<file path="src/rtl/pkg_en.sv">
// Shared widths and token types for the external-memory streaming ports.
package pkg_en;

  localparam int WIDTH_EXADDR = 32;
  localparam int WIDTH_DATA   = 32;
  localparam int EXT_LEN_W    = 16;

  typedef struct packed {
    logic                  v;
    logic                  a;
    logic                  r;
    logic                  c;
    logic [EXT_LEN_W-1:0]  i;
    logic [WIDTH_DATA-1:0] d;
  } FTk_t;

  typedef struct packed {
    logic n;
  } BTk_t;

  typedef enum logic [1:0] {LD_IDLE, LD_ISSUE, LD_DRAIN} ld_state_e;
  typedef enum logic       {ST_IDLE, ST_RUN} st_state_e;

endpackage

</file>
<file path="src/rtl/ext_ld_fifo.sv">
// Return-data FIFO for the load channel; storage is not reset, only pointers and count.
module ext_ld_fifo
  import pkg_en::*;
#(
  parameter  int DEPTH = 4,
  localparam int AW    = $clog2(DEPTH)
) (
  input  logic        clock,
  input  logic        reset,
  input  logic        push,
  input  FTk_t        push_data,
  input  logic        pop,
  output FTk_t        head,
  output logic        full,
  output logic        empty,
  output logic [AW:0] count
);

  FTk_t          mem [DEPTH];
  logic [AW-1:0] wr_ptr;
  logic [AW-1:0] rd_ptr;
  logic          do_push;
  logic          do_pop;

  assign full    = (count == (AW+1)'(DEPTH));
  assign empty   = (count == '0);
  assign do_push = push && !full;
  assign do_pop  = pop && !empty;
  assign head    = mem[rd_ptr];

  always_ff @(posedge clock) begin
    if (do_push) mem[wr_ptr] <= push_data;
  end

  always_ff @(posedge clock) begin
    if (reset) begin
      wr_ptr <= '0;
      rd_ptr <= '0;
      count  <= '0;
    end else begin
      if (do_push) wr_ptr <= wr_ptr + AW'(1);
      if (do_pop)  rd_ptr <= rd_ptr + AW'(1);
      case ({do_push, do_pop})
        2'b10:   count <= count + (AW+1)'(1);
        2'b01:   count <= count - (AW+1)'(1);
        default: ;
      endcase
    end
  end

endmodule

</file>
<file path="src/rtl/ext_mem_stream_port.sv">
// Strided load/store streaming between fabric tokens and an external memory port.
// ld: IDLE | no descriptor ; ISSUE | issuing reads ; DRAIN | all issued, emptying FIFO
// st: IDLE | fabric stalled ; RUN | forwarding words to memory
module ext_mem_stream_port
  import pkg_en::*;
#(
  parameter int LD_FIFO_DEPTH = 4
) (
  input  logic                    clock,
  input  logic                    reset,
  input  logic                    I_Ld_Start,
  input  logic [WIDTH_EXADDR-1:0] I_Ld_Base,
  input  logic [EXT_LEN_W-1:0]    I_Ld_Len,
  input  logic [WIDTH_EXADDR-1:0] I_Ld_Stride,
  output logic                    O_Ld_Req,
  output logic [WIDTH_EXADDR-1:0] O_Ld_Addr,
  input  FTk_t                    I_Ld_FTk,
  output BTk_t                    O_Ld_BTk,
  output FTk_t                    O_Ld_FTk,
  input  BTk_t                    I_Ld_BTk,
  input  logic                    I_St_Start,
  input  logic [WIDTH_EXADDR-1:0] I_St_Base,
  input  logic [EXT_LEN_W-1:0]    I_St_Len,
  input  logic [WIDTH_EXADDR-1:0] I_St_Stride,
  input  FTk_t                    I_St_FTk,
  output BTk_t                    O_St_BTk,
  output logic                    O_St_Req,
  output logic [WIDTH_EXADDR-1:0] O_St_Addr,
  output FTk_t                    O_St_FTk,
  input  BTk_t                    I_St_BTk,
  output logic                    O_Ld_Busy,
  output logic                    O_St_Busy
);

  localparam int CW = $clog2(LD_FIFO_DEPTH);

  ld_state_e               ld_state, ld_state_nxt;
  logic [WIDTH_EXADDR-1:0] ld_addr, ld_stride;
  logic [EXT_LEN_W-1:0]    ld_len, ld_left, ld_ret_idx;
  logic                    ld_inflight, ld_start_ok, ld_room, ld_push, ld_pop;
  logic                    ld_full, ld_empty;
  logic [CW:0]             ld_count;
  FTk_t                    ld_push_data, ld_head;

  st_state_e               st_state, st_state_nxt;
  logic [WIDTH_EXADDR-1:0] st_addr, st_stride;
  logic [EXT_LEN_W-1:0]    st_left;
  logic                    st_start_ok, st_accept;

  logic                    unused_ok;

  // Room counts words already buffered plus the one read still returning.
  assign ld_room     = ({1'b0, ld_count} + (CW+2)'(ld_inflight)) < (CW+2)'(LD_FIFO_DEPTH);
  assign ld_start_ok = (ld_state == LD_IDLE) && I_Ld_Start && (I_Ld_Len != '0);
  assign ld_push     = ld_inflight && I_Ld_FTk.v;
  assign ld_pop      = !ld_empty && !I_Ld_BTk.n;
  assign O_Ld_Addr   = ld_addr;
  assign O_Ld_FTk    = ld_empty ? '0 : ld_head;
  assign O_Ld_BTk    = '0;
  assign O_Ld_Busy   = (ld_state != LD_IDLE);
  assign unused_ok   = ^{ld_full, I_Ld_FTk.a, I_Ld_FTk.r, I_Ld_FTk.c, I_Ld_FTk.i};

  always_comb begin
    ld_push_data   = '0;
    ld_push_data.v = 1'b1;
    ld_push_data.a = (ld_ret_idx == '0);
    ld_push_data.r = (ld_ret_idx == ld_len - EXT_LEN_W'(1));
    ld_push_data.i = ld_ret_idx;
    ld_push_data.d = I_Ld_FTk.d;
  end

  ext_ld_fifo #(.DEPTH(LD_FIFO_DEPTH)) u_ld_fifo (
    .clock     (clock),
    .reset     (reset),
    .push      (ld_push),
    .push_data (ld_push_data),
    .pop       (ld_pop),
    .head      (ld_head),
    .full      (ld_full),
    .empty     (ld_empty),
    .count     (ld_count)
  );

  always_ff @(posedge clock) begin
    if (reset) begin
      ld_state    <= LD_IDLE;
      ld_inflight <= 1'b0;
      ld_addr     <= '0;
      ld_stride   <= '0;
      ld_len      <= '0;
      ld_left     <= '0;
      ld_ret_idx  <= '0;
    end else begin
      ld_state    <= ld_state_nxt;
      ld_inflight <= O_Ld_Req;
      if (ld_start_ok) begin
        ld_addr    <= I_Ld_Base;
        ld_stride  <= I_Ld_Stride;
        ld_len     <= I_Ld_Len;
        ld_left    <= I_Ld_Len;
        ld_ret_idx <= '0;
      end else begin
        if (O_Ld_Req) begin
          ld_addr <= ld_addr + ld_stride;
          ld_left <= ld_left - EXT_LEN_W'(1);
        end
        if (ld_push) ld_ret_idx <= ld_ret_idx + EXT_LEN_W'(1);
      end
    end
  end

  always_comb begin
    ld_state_nxt = ld_state;
    O_Ld_Req     = 1'b0;
    case (ld_state)
      LD_IDLE:  if (ld_start_ok) ld_state_nxt = LD_ISSUE;
      LD_ISSUE: begin
        O_Ld_Req = ld_room;
        if (ld_room && ld_left == EXT_LEN_W'(1)) ld_state_nxt = LD_DRAIN;
      end
      LD_DRAIN: begin
        // Leave on the edge that hands over the final word.
        if (!ld_inflight && (ld_empty || (ld_count == (CW+1)'(1) && ld_pop)))
          ld_state_nxt = LD_IDLE;
      end
      default:  ld_state_nxt = LD_IDLE;
    endcase
  end

  assign st_start_ok = (st_state == ST_IDLE) && I_St_Start && (I_St_Len != '0);
  assign st_accept   = (st_state == ST_RUN) && I_St_FTk.v && !I_St_BTk.n;
  assign O_St_Addr   = st_addr;
  assign O_St_Busy   = (st_state != ST_IDLE);

  always_ff @(posedge clock) begin
    if (reset) begin
      st_state  <= ST_IDLE;
      st_addr   <= '0;
      st_stride <= '0;
      st_left   <= '0;
    end else begin
      st_state <= st_state_nxt;
      if (st_start_ok) begin
        st_addr   <= I_St_Base;
        st_stride <= I_St_Stride;
        st_left   <= I_St_Len;
      end else if (st_accept) begin
        st_addr <= st_addr + st_stride;
        st_left <= st_left - EXT_LEN_W'(1);
      end
    end
  end

  always_comb begin
    st_state_nxt = st_state;
    O_St_Req     = 1'b0;
    O_St_FTk     = '0;
    O_St_BTk.n   = 1'b1;
    case (st_state)
      ST_IDLE: if (st_start_ok) st_state_nxt = ST_RUN;
      ST_RUN: begin
        O_St_FTk   = I_St_FTk;
        O_St_Req   = I_St_FTk.v;
        O_St_BTk.n = I_St_BTk.n;
        if (st_accept && st_left == EXT_LEN_W'(1)) st_state_nxt = ST_IDLE;
      end
      default: st_state_nxt = ST_IDLE;
    endcase
  end

endmodule

</file>
<file path="config.mk">
export PLATFORM = sky130hd
export DESIGN_NAME = ext_mem_stream_port
export DESIGN_NICKNAME = d
export VERILOG_FILES = /design/src/rtl/pkg_en.sv /design/src/rtl/ext_ld_fifo.sv /design/src/rtl/ext_mem_stream_port.sv
export SDC_FILE = /design/constraint.sdc
export NUM_CORES = 1
export LEC_CHECK = 0
export ABC_AREA = 0
export CORE_ASPECT_RATIO = 0.7
export CORE_UTILIZATION = 55
export DETAILED_ROUTE_END_ITERATION = 8
export GPL_ROUTABILITY_DRIVEN = 0
export PLACE_DENSITY_LB_ADDON = 0.1
export SETUP_SLACK_MARGIN = 0.3
export SLEW_MARGIN = 20
export SYNTH_ARGS = -nofsm -noshare
export SYNTH_HDL_FRONTEND = slang
export SYNTH_HIERARCHICAL = 1
export SYNTH_SLANG_ARGS = --single-unit
</file>
<file path="constraint.sdc">
create_clock -name clock -period 8.52 [get_ports clock]
set_clock_uncertainty 0.15 [all_clocks]
set_input_delay 1.278 -clock clock [delete_from_list [all_inputs] [get_ports clock]]
set_output_delay 1.278 -clock clock [all_outputs]
set_load 0.02 [all_outputs]
</file>
* Word level (Yosys, flattened, before mapping) *
Memory sizes are Yosys's and may differ from the RTL's. A register that Yosys moved wholly into a read port is not among the register bits.
Cells that the tools add are included.
W data, S select, Z words.

storage, ports and cells
  register bits = 203
  RAM bits = 200
  bits of input ports = 270
  output and inout bits = 174
  word-level logic and storage cells = 96
  memories kept = 1

memory list
  name           depth  width  read ports  clocked after memory_dff  wr ports  RTL line           source
  u_ld_fifo.mem  4      50     1           1                         1         ext_ld_fifo.sv:19  FTk_t mem [DEPTH];

operators by class
  $add $sub $neg = 11
  magnitude comparators = 1
  equality and inequality tests = 12
  multiplexer cells = 25
  bitwise gates (word level) = 1
  reduce and logical (&&, ||, !) cells = 31

operators by type and width
  operator                 count
  $mux W32                 4
  $mux W52                 2
  $add A32 B32 Y32         2
  $mux W16                 4
  $sub A16 B1 Y16 const B  3
  $eq A16 B1 Y1 const B    2
  $reduce_bool A16 Y1      2
  $add A16 B1 Y16 const B  1
  $eq A16 B16 Y1           1
  $logic_not A16 Y1        1
  $logic_and A1 B1 Y1      14
  $mux W2                  5
  $reduce_bool A2 Y1       4
  $mux W1                  7
  $ne A2 B2 Y1 const B     3
  $pmux W2 S3              1
  $pmux W3 S2              1
  $logic_not A1 Y1         5
  $add A2 B1 Y2 const B    2
  $add A3 B1 Y4            1
  $eq A2 B1 Y1 const B     2
  $eq A2 B2 Y1 const B     2
  $lt A4 B3 Y1 const B     1
  $add A3 B1 Y3 const B    1
  other kinds (10)         10

* Depth between registers and ports, before layout *
  depth after elaboration = 8
  gate-level depth with buffers = 12
  depth with buffers taken out = 11

* Hierarchy *
Netlist, hierarchy kept.

modules (own cells, without submodules)
  module               instances  cells each  area each (µm²)  seq. area each (µm²)
  ext_mem_stream_port  1          1597        12228.0          3923.8
  ext_ld_fifo          1          326         8045.2           6426.2

* Least setup slack after synthesis *
Ideal clock, no wire load.

  kind = input-to-reg
  start point = input port I_Ld_FTk[51] (netlist bit)
  end point = memory u_ld_fifo/mem[0][0] (netlist bit) (enable)
  library setup time = 0.415 ns
  arrival time = 3.206 ns
  data required time = 7.955 ns
  slack = 4.749 ns
  stages on the path = 5
  path buffers = 1
  path through = and2_1 -> clkbuf_1 -> inv_1 -> nor2_1 -> and2_1

on the way
  word-level cells in the longest chain between the ends = 4

ends and longest elaborated chain
  what                           RTL line                   source
  from (decl)                    ext_mem_stream_port.sv:17  input FTk_t I_Ld_FTk,
  $logic_and A1 B1 Y1            ext_mem_stream_port.sv:55  assign ld_push = ld_inflight && I_Ld_FTk.v;
  via ld_push                    ext_mem_stream_port.sv:40  logic ld_inflight, ld_start_ok, ld_room, ld_push, ld_pop;
  $logic_and A1 B1 Y1            ext_ld_fifo.sv:27          assign do_push = push && !full;
  $mux W1                        ext_ld_fifo.sv:32          if (do_push) mem[wr_ptr] <= push_data;
  $mux W1 (not written as such)  ext_ld_fifo.sv:32
  to (decl)                      ext_ld_fifo.sv:19

The timed path passes the listed nets, and every way through them passes these cells.

==> summary.md <==
| Metric | Value |
|---|---|
| Xor/xnor share of the synthesized area | `around 4.1%` |
| Cell family contributing the most delay on the critical path | `buffers and inverters` |
| Most frequent cells after synthesis | `nand2_1, a21oi_1, edfxtp_1` |
| Gate Count Post-Synth | `1,923` |
| Mux cell area share after synthesis | `~6.1%` |
| Post-route ant nets | `0` |
| Area delta synth->final | `28.41%` |
| Total global routing overflow | `0` |
| Initial Util | `56.10%` |
| Post-cts sizing count | `0` |
| Clock net sink count | `around 410` |
| Initial antenna violation count | `4` |
| Insertion delay to the later sink of the worst-skew pair | `~0.55 ns` |
| Synth Flop Type | `edfxtp_1` |
| Hold Crit Class | `reg2reg` |
| Yosys Warn Count | `6` |
| Synth Area in Compound Gates | `between 10 and 15%` |
| Setup_tns | `0 ns` |
| Worst Path Max Fanout | `31` |
| Final hold vios | `0` |
| Largest net degree at the start of global routing | `roughly 110` |
| Die area | `37,640 sq um` |
| Synth async-reset ratio | `0%` |
| Crit share post-route | `between 50 and 60%` |
| Root buffer cell | `clkbuf_16` |
| Detailed Route WL | `57.29 mm` |
| CP Cell Sequence | `buf_16 -> mux4_1 -> nor2b_1 -> clkdlybuf4s50_1` |
| Post-Synth Adder-Cell Area | `4.863%` |
| Post-synth EDFFs | `between 200 and 250` |
| Tot GR Track Use | `29.73%` |
| Largest area contributor in the netlist | `edfxtp_1` |
| CTS Buf Count | `41` |
| Leakage | `9.289 nW` |
| Kind of critical path | `reg2out` |
| Simple-Gate Fraction of Synth Area | `between 10% and 20%` |
| Post-synthesis cell area | `~20,000 sq um` |
| Worst stage delay on the critical path | `0.65 ns` |
| H-tree depth | `2` |
| Via count | `roughly 16,000` |
| Synth area leaders | `edfxtp_1, dfxtp_1, mux4_2` |
| FP Rows | `just under 60` |
| Avg Inst Size Synth | `~11 sq um` |
| PwrDens | `between 150 and 200 nW/um^2` |
| Clk pin slew, worst setup/hold paths | `0.06 ns` |
| RSZ-0062 raised after global routing | `false` |
| Top-count cell post-synth | `nand2_1` |
| Ports | `roughly 440` |
| Post-CTS setup buffer count | `0` |
| Critical Path AT | `2.88 ns` |
| Core Box Area | `approximately 36,000 sq um` |
| Hold_buf cts | `0` |
| CP max stage cell | `dfxtp_4` |
| Max cap viols | `0` |
| Largest family of logic cells by synthesized area | `simple AND/OR/NAND/NOR gates` |
| Via density | `about 5.8` |
| Wire length per cell | `between 20 and 25 microns` |
| Fmax | `around 230 MHz` |
| Die Span Y | `around 160 microns` |
| DRC | `0` |
| Setup crit start kind | `flip-flop` |
| Global-route wire length before repair | `between 80 and 90 mm` |
| Worst slew margin | `about 42%` |
| CTS tree | `yes` |
| Worst Path Required | `approximately 7.1 ns` |
| DP Worst Slack | `approximately 4.2 ns` |
| IO Port Bufs | `423` |
| Final slew viol count | `0` |
| Run status | `finished, final reports clean` |
| Number of global-route vias before repair | `around 16,000` |
| Actual slew at the worst max-slew pin | `0.8694 ns` |
| Ratio of cells with drive above 1 in the final layout | `approximately 7%` |
| Longest Clk Path Bufs | `3` |
| Sequential element share of the synthesized area | `51.05%` |
| Setup violators final | `0` |
| FF+latch count, synth | `about 410` |
| Detailed Route Iter0 Violations | `~1,300` |
| Library cells used by synthesis | `85` |
| Fillers | `approximately 2,600` |
| Clock period minus worst slack | `between 4 and 5 ns` |
| Final worst slack | `about 4.2 ns` |
| Area share of the largest cell type after synthesis | `a little under a third` |
| Hpwl dp | `between 40 and 50 mm` |
| Max VDD drop | `around 0.16 mV` |
| Nets@finish | `~2,700` |
| Buf+Inv Stages, Crit Path | `2` |
| Crit path capture type | `output port` |
| 1st-pass router iterations | `7` |
| Die width | `~230 microns` |
==> layout by cell type, fill, tap and decap left out, drive strengths merged, types with 13 or more instances in the layout <==
cell type and n:
and2 61, xor2 46, clkinv 13, a22oi 45
nor2b 62, a21oi 224, nor3 26, xnor2 50
or3 16, clkdlybuf4s50 422, buf 19, nand3 26
clkbuf 55, nor4 25, dfxtp 205, nor2 117
a221oi 13, inv 35, mux4 52, o21ai 49
ha 74, edfxtp 208, a21o 30, nand2 275
nand4 23
==> final timing paths <==
path	cells past startpoint	slack (ns)	end	startpoint
worst min-delay path	2	0.31	st_stride[29]	st_stride[29]
worst max register to register	9	5.04	st_left[15]	O_St_Busy
worst min register to register	2	0.31	st_stride[29]	st_stride[29]
worst max-delay path	4	4.21	O_Ld_FTk[0]	flip-flop
==> routing by layer <==
metal	global-route usage, %	up-vias	part of all wire [%]
met5	0	-	0
li1	-	7785	-
met3	5.935	105	7.2
met2	49.61	628	48
met4	11.26	0	3.5
met1	38.30	7878	41
==> power breakdown <==
part / switching [W] / total [W] / internal (W)
sequential: 0.0000629 / 0.00222 / 0.00215
clock: 0.000758 / 0.00169 / 0.000935
combinational: 0.000433 / 0.000804 / 0.000371
==> cell type report <==
class,instances,area (sq um),area share [%]
Inverter,32,120.1,0.4614
Timing Repair Buffer,441,4390,16.87
Antenna cell,4,10.01,0.03845
Clock buffer,55,1089,4.181
Tap cell,480,600.6,2.307
Sequential cell,413,10350,39.78
Multi-Input combinational cell,1376,9329,35.84
Clock inverter,19,138.9,0.5335
==> worst min-delay path, stage by stage (launching register included) <==
cell and delay [ns]:
dfxtp_1 0.31, nand2_1 0.05, a21oi_1 0.05
==> through the flow <==
| stage | std cells | power (W) | utilization [%] | hold WS, ns | cell area [sq um] |
|---|---|---|---|---|---|
| 6_report | 2820 | 0.004714 | 72.03 | 0.3084 | 26030 |
| 2_1_floorplan | 1930 | 0.002704 | - | 0.2777 | 20300 |
| 3_3_place_gp | 2741 | 0.003030 | 68.53 | 0.2842 | 24770 |
| 4_1_cts | 2815 | 0.004734 | 71.93 | 0.3089 | 25990 |
| 5_1_grt | 2820 | 0.004896 | 72.03 | 0.3275 | 26030 |
| 3_5_place_dp | 2741 | 0.003051 | 68.53 | 0.2991 | 24770 |
==> logic make-up (layout without fill, tap and decap cells) <==
logic type      after synthesis  count (layout)
other cells                   2              13
simple gates                678             678
mux                          57              57
buf+inv                     141             547
compound gates              459             459
fa+ha+maj                    77              77
flops                       413             413
xor+xnor                     96              96
==> sequential cells by signal, summed over array words and instances (netlist names), 32 cells and up, named ones only <==
name	flops
st_stride	32
u_ld_fifo/mem	208
O_St_Addr	32
O_Ld_Addr	32
ld_stride	32
No activity file was read; power rests on OpenSTA's default activity.
